==> config.mk <==
export PLATFORM = sky130hd
export DESIGN_NAME = gp_reg_file
export DESIGN_NICKNAME = d
export VERILOG_FILES = /design/src/rtl/gp_reg_pkg.sv /design/src/rtl/gp_reg_cell.sv /design/src/rtl/gp_reg_file.sv
export SDC_FILE = /design/constraint.sdc
export NUM_CORES = 1
export LEC_CHECK = 0
export CAP_MARGIN = 25
export CORE_MARGIN = 10
export CORE_UTILIZATION = 44
export CTS_BUF_LIST = sky130_fd_sc_hd__clkbuf_4 sky130_fd_sc_hd__clkbuf_8
export CTS_CLUSTER_DIAMETER = 150
export DETAILED_ROUTE_END_ITERATION = 8
export SLEW_MARGIN = 20
export SYNTH_ARGS = -nofsm -noshare
export SYNTH_HDL_FRONTEND = slang
export SYNTH_SLANG_ARGS = --single-unit
==> constraint.sdc <==
create_clock -name clk -period 2.4 [get_ports clk]
set_clock_uncertainty 0.05 [all_clocks]
set_input_delay 0.36 -clock clk [delete_from_list [all_inputs] [get_ports clk]]
set_output_delay 0.36 -clock clk [all_outputs]
set_load 0.1 [all_outputs]
==> src/rtl/gp_reg_pkg.sv <==
// Shared types and default sizes for the general-purpose register file.
// The control unit uses the same defaults.
package gp_reg_pkg;

  typedef enum logic {
    REG_OP_INC = 1'b0,
    REG_OP_DEC = 1'b1
  } reg_op_e;

  localparam int GP_DATA_W   = 8;
  localparam int GP_NUM_REGS = 8;

endpackage

==> src/rtl/gp_reg_cell.sv <==
// One register of the file: load, increment, decrement or hold.
// A load takes priority over inc/dec. Wrap is flagged only when an inc/dec is actually applied.
module gp_reg_cell
  import gp_reg_pkg::*;
#(
  parameter int          DATA_W  = GP_DATA_W,
  parameter logic [DATA_W-1:0] RST_VAL = '0
) (
  input  logic              clk,
  input  logic              rst_n,
  input  logic              ld,
  input  logic [DATA_W-1:0] ld_data,
  input  logic              op,
  input  logic              op_sel,
  output logic [DATA_W-1:0] q,
  output logic [DATA_W-1:0] nxt,
  output logic              wrap
);

  // NOTE: every always_comb output gets a default first so no path can infer a latch.
  always_comb begin
    nxt  = q;
    wrap = 1'b0;
    if (ld) begin
      nxt = ld_data;
    end else if (op) begin
      if (reg_op_e'(op_sel) == REG_OP_DEC) begin
        nxt  = q - 1'b1;
        wrap = (q == '0);
      end else begin
        nxt  = q + 1'b1;
        wrap = &q;
      end
    end
  end

  // NOTE: sequential state uses non-blocking assignments so all flops update together at the edge.
  always_ff @(posedge clk) begin
    if (!rst_n) q <= RST_VAL;
    else        q <= nxt;
  end

endmodule

==> src/rtl/gp_reg_file.sv <==
// Register file with one write port, one inc/dec port and two registered read ports.
// Define GP_REG_FILE_BYPASS_EN for write-first reads; the default build is read-first.
module gp_reg_file
  import gp_reg_pkg::*;
#(
  parameter int          DATA_W   = GP_DATA_W,
  parameter int          NUM_REGS = GP_NUM_REGS,
  parameter logic [DATA_W-1:0] RST_VAL  = '0,
  localparam int         ADDR_W   = $clog2(NUM_REGS)
) (
  input  logic              clk,
  input  logic              rst_n,
  input  logic              wr_en,
  input  logic [ADDR_W-1:0] wr_addr,
  input  logic [DATA_W-1:0] wr_data,
  input  logic              op_en,
  input  logic [ADDR_W-1:0] op_addr,
  input  logic              op_sel,
  input  logic [ADDR_W-1:0] rd_addr_a,
  output logic [DATA_W-1:0] rd_data_a,
  input  logic [ADDR_W-1:0] rd_addr_b,
  output logic [DATA_W-1:0] rd_data_b,
  output logic              op_wrap,
  output logic              collide
);

  logic [NUM_REGS-1:0] ld_vec;
  logic [NUM_REGS-1:0] op_vec;
  logic [NUM_REGS-1:0] wrap_vec;
  logic [DATA_W-1:0]   q_arr   [NUM_REGS];
  logic [DATA_W-1:0]   nxt_arr [NUM_REGS];
  logic [DATA_W-1:0]   rd_a_c;
  logic [DATA_W-1:0]   rd_b_c;

  // Address decode; addresses at or beyond NUM_REGS match no cell, so they are ignored.
  for (genvar i = 0; i < NUM_REGS; i++) begin : g_cell
    assign ld_vec[i] = wr_en && (wr_addr == ADDR_W'(i));
    assign op_vec[i] = op_en && (op_addr == ADDR_W'(i));

    gp_reg_cell #(
      .DATA_W  (DATA_W),
      .RST_VAL (RST_VAL)
    ) u_cell (
      .clk     (clk),
      .rst_n   (rst_n),
      .ld      (ld_vec[i]),
      .ld_data (wr_data),
      .op      (op_vec[i]),
      .op_sel  (op_sel),
      .q       (q_arr[i]),
      .nxt     (nxt_arr[i]),
      .wrap    (wrap_vec[i])
    );
  end

  // Forwarding reads the cell's next value, which equals its current value when untouched.
  always_comb begin
    rd_a_c = '0;
    rd_b_c = '0;
    for (int i = 0; i < NUM_REGS; i++) begin
`ifdef GP_REG_FILE_BYPASS_EN
      if (rd_addr_a == ADDR_W'(i)) rd_a_c = nxt_arr[i];
      if (rd_addr_b == ADDR_W'(i)) rd_b_c = nxt_arr[i];
`else
      if (rd_addr_a == ADDR_W'(i)) rd_a_c = q_arr[i];
      if (rd_addr_b == ADDR_W'(i)) rd_b_c = q_arr[i];
`endif
    end
  end

  always_ff @(posedge clk) begin
    if (!rst_n) begin
      rd_data_a <= '0;
      rd_data_b <= '0;
      op_wrap   <= 1'b0;
      collide   <= 1'b0;
    end else begin
      rd_data_a <= rd_a_c;
      rd_data_b <= rd_b_c;
      op_wrap   <= |wrap_vec;
      collide   <= |(ld_vec & op_vec);
    end
  end

endmodule
==> results_dict.tcl <==
set metrics [dict create \
    outcome "completed" \
    worstPathCellList "ha_1 > nor2b_1 > o21a_1 > o21a_1 > or4_1 > a41o_1 > a21oi_1" \
    drc_errors 0 \
    worstReg2RegStart "g_cell[6].u_cell.q[2]$_SDFFE_PN0P_" \
    first_global_vias 6888 \
    worstHoldPathCells 2 \
    yosysWarnings 0 \
    r2r-end "g_cell[6].u_cell.q[6]$_SDFFE_PN0P_" \
    root_buffer "clkbuf_8" \
    setup_viol_count_final 0 \
    gp_congestion 0.930 \
    first_pass_iters 7 \
    max_freq_ghz 0.467 \
    ant_nets 0 \
    finalMaxSlewViolations 0 \
    vias 7325 \
    ys.flop_type "dfxtp_1" \
    grt_pass1_wl_mm 38.5 \
    vias_per_cell 5.87 \
    hold_violations 0 \
    post_cts_buffers 0 \
    ctsResizeCount 0 \
    netlist.area_leader.share 0.232 \
    ys_types 66 \
    path_class "flip-flop to flip-flop" \
    clock_latency_ns 0.39 \
    die_h_microns 147 \
    dpl.hpwl_mm 18.2 \
    period_share 0.893 \
    port_buffers 42 \
    synth-seq-area-share 0.232 \
    ir_drop_mv 0.268 \
    gr-total-overflow 0 \
    fin_nets 1107 \
    slew_headroom 0.537 \
    cp_max_fo 6 \
    ys_top_cells_by_area "dfxtp_1 23%, ha_1 8.5%, nor2_1 5.5%, mux2i_1 5.0%, nand2_1 4.2%" \
    cts_tree "built" \
    critPathMaxStageDelay_ns 0.48 \
    synth_cells 929 \
    synth-edff-count 0 \
    synth_nets 1010 \
    routed_wl_mm 24.1 \
    core_area_sq_um 15800 \
    critPathCaptureType "flip-flop" \
    cts_buffer_depth 2 \
    min_to "g_cell[1].u_cell.q[5]$_SDFFE_PN0P_" \
    h-tree-depth 3 \
    worstPathArrival_ns 2.41 \
    cp_common_cell "o21a_1" \
    num_io_pins 43 \
    synth_top_cell_by_area "dfxtp_1" \
    antenna_found_initial 0 \
    synth_top_cells_by_count "103 x nor2_1, 82 x dfxtp_1, 79 x nand2_1" \
    cts_hold_buffers 0 \
    grt_max_degree 50 \
    dieWidth_microns 147 \
    layout-drive-gt1-share 0.145 \
    async_flop_share 0 \
    setup_tns_ns 0 \
    rows 46 \
    power_density_nw_per_um2 459 \
    ys_seq_elements 82 \
    power_mw 3.88 \
    worstHoldPathType "flip-flop to flip-flop" \
    cpMaxStageDelayCell "dfxtp_1" \
    synth_area_sq_um 7070 \
    final.min_clock_period_ns 2.14 \
    numCtsBuffers 9 \
    fin_util 0.534 \
    startpoint_type "flip-flop" \
    die_area_sq_um 21500 \
    fillers 1558 \
    tightest_slew_ns 0.692 \
    initialDrtViolationCount 668 \
    initial_core_util 0.447 \
    insertedDiodeCount 0 \
    worst_ep_required_time_ns 2.67 \
    synth_most_common_cell "nor2_1" \
    reg2reg_slack_ns 0.26 \
    holdWs_ns 0.517 \
    post_drt_wl_per_cell_microns 19.3 \
    synth.avg_cell_area_sq_um 7.61 \
    clk_pin_slew_worst_paths_ns 0.09 \
    cts_sinks 82 \
    leakagePower_nw 3.41 \
    hp-start "g_cell[1].u_cell.q[5]$_SDFFE_PN0P_" \
    grt.total_usage 0.223 \
    syn2layout_area_growth_pct 19.5 \
    rsz0062_at_grt "no" \
    r2r.worst_path.cells 7 \
    maxCapViolCount 0 \
]
cell families (layout without fill, tap and decap cells):
kind of cell	after synthesis	after routing	share of synthesized area
XOR/XNOR	35	35	0.0434
AO/OA/AOI/OAI	284	284	0.269
adder cells (fa/ha/maj)	56	56	0.108
buffers and inverters	88	190	0.0508
multiplexers	42	42	0.0639
AND/OR/NAND/NOR	342	342	0.233
flip-flops	82	82	0.232
how the worst max path moves through the flow:
stage / from / end / cells after the start
global placement: op_sel / g_cell[7].u_cell.q[6]$_SDFFE_PN0P_ / 9
finish: g_cell[6].u_cell.q[2]$_SDFFE_PN0P_ / g_cell[6].u_cell.q[6]$_SDFFE_PN0P_ / 7
floorplan: op_sel / g_cell[6].u_cell.q[6]$_SDFFE_PN0P_ / 8
detailed placement: op_sel / g_cell[6].u_cell.q[6]$_SDFFE_PN0P_ / 9
CTS: g_cell[3].u_cell.q[2]$_SDFFE_PN0P_ / g_cell[3].u_cell.q[6]$_SDFFE_PN0P_ / 7
global route: g_cell[1].u_cell.q[1]$_SDFFE_PN0P_ / g_cell[1].u_cell.q[7]$_SDFFE_PN0P_ / 7
state kept, by name, summed over array words and instances, names as in the netlist:
signal and flops:
g_cell.u_cell.q 64, rd_data_a 8, rd_data_b 8, collide 1
op_wrap 1
power breakdown:
| group | switching, mW | internal, mW | leakage (nW) | total (mW) |
|---|---|---|---|---|
| Combinational | 0.722 | 0.536 | 2.65 | 1.26 |
| Sequential | 0.111 | 1.43 | 0.669 | 1.54 |
| Clock | 0.581 | 0.495 | 0.0923 | 1.08 |
routing by layer:
layer / routed length (microns) / GRT usage / vias up
met2: 10500 / 0.332 / 217
li1: - / - / 3653
met5: 0 / 0 / -
met3: 1270 / 0.0292 / 47
met1: 11500 / 0.315 / 3408
met4: 779 / 0.0966 / 0
cells in the final DEF (no fill, tap or decap), types with 20 or more instances in the layout:
master	count
o21ai_1	23
buf_4	109
o21ai_0	52
mux2i_1	35
o21a_1	20
xnor2_1	28
nor3_1	38
nor2b_1	26
nand2_1	79
inv_1	36
dfxtp_1	82
nor2_1	103
a21oi_1	54
nand3_1	29
clkdlybuf4s50_1	23
ha_1	48
stage by stage:
step,worst slack [ns],cells,area (sq um)
after floorplan,0.115,929,7070
after global placement,-0.0151,1231,8250
after detailed placement,-0.0339,1231,8250
after CTS,0.270,1247,8450
after global routing,0.0155,1247,8450
final,0.258,1247,8450
critical path: cells and delay by family, from the launching register on:
kind | cells | cell delay (ns)
flip-flops | 1 | 0.48
AO/OA/AOI/OAI | 4 | 0.71
adder cells (fa/ha/maj) | 1 | 0.29
AND/OR/NAND/NOR | 2 | 0.55
area by class of cell:
| type | instances | area (sq um) | share of cell area |
|---|---|---|---|
| Clock buffer | 10 | 131 | 0.0155 |
| Clock inverter | 6 | 66.3 | 0.00785 |
| Inverter | 37 | 139 | 0.0164 |
| Multi-Input combinational cell | 759 | 5070 | 0.600 |
| Sequential cell | 82 | 1640 | 0.194 |
| Tap cell | 216 | 270 | 0.0320 |
| Timing Repair Buffer | 137 | 1130 | 0.134 |
Note: power is estimated with default switching activity, not from simulation.
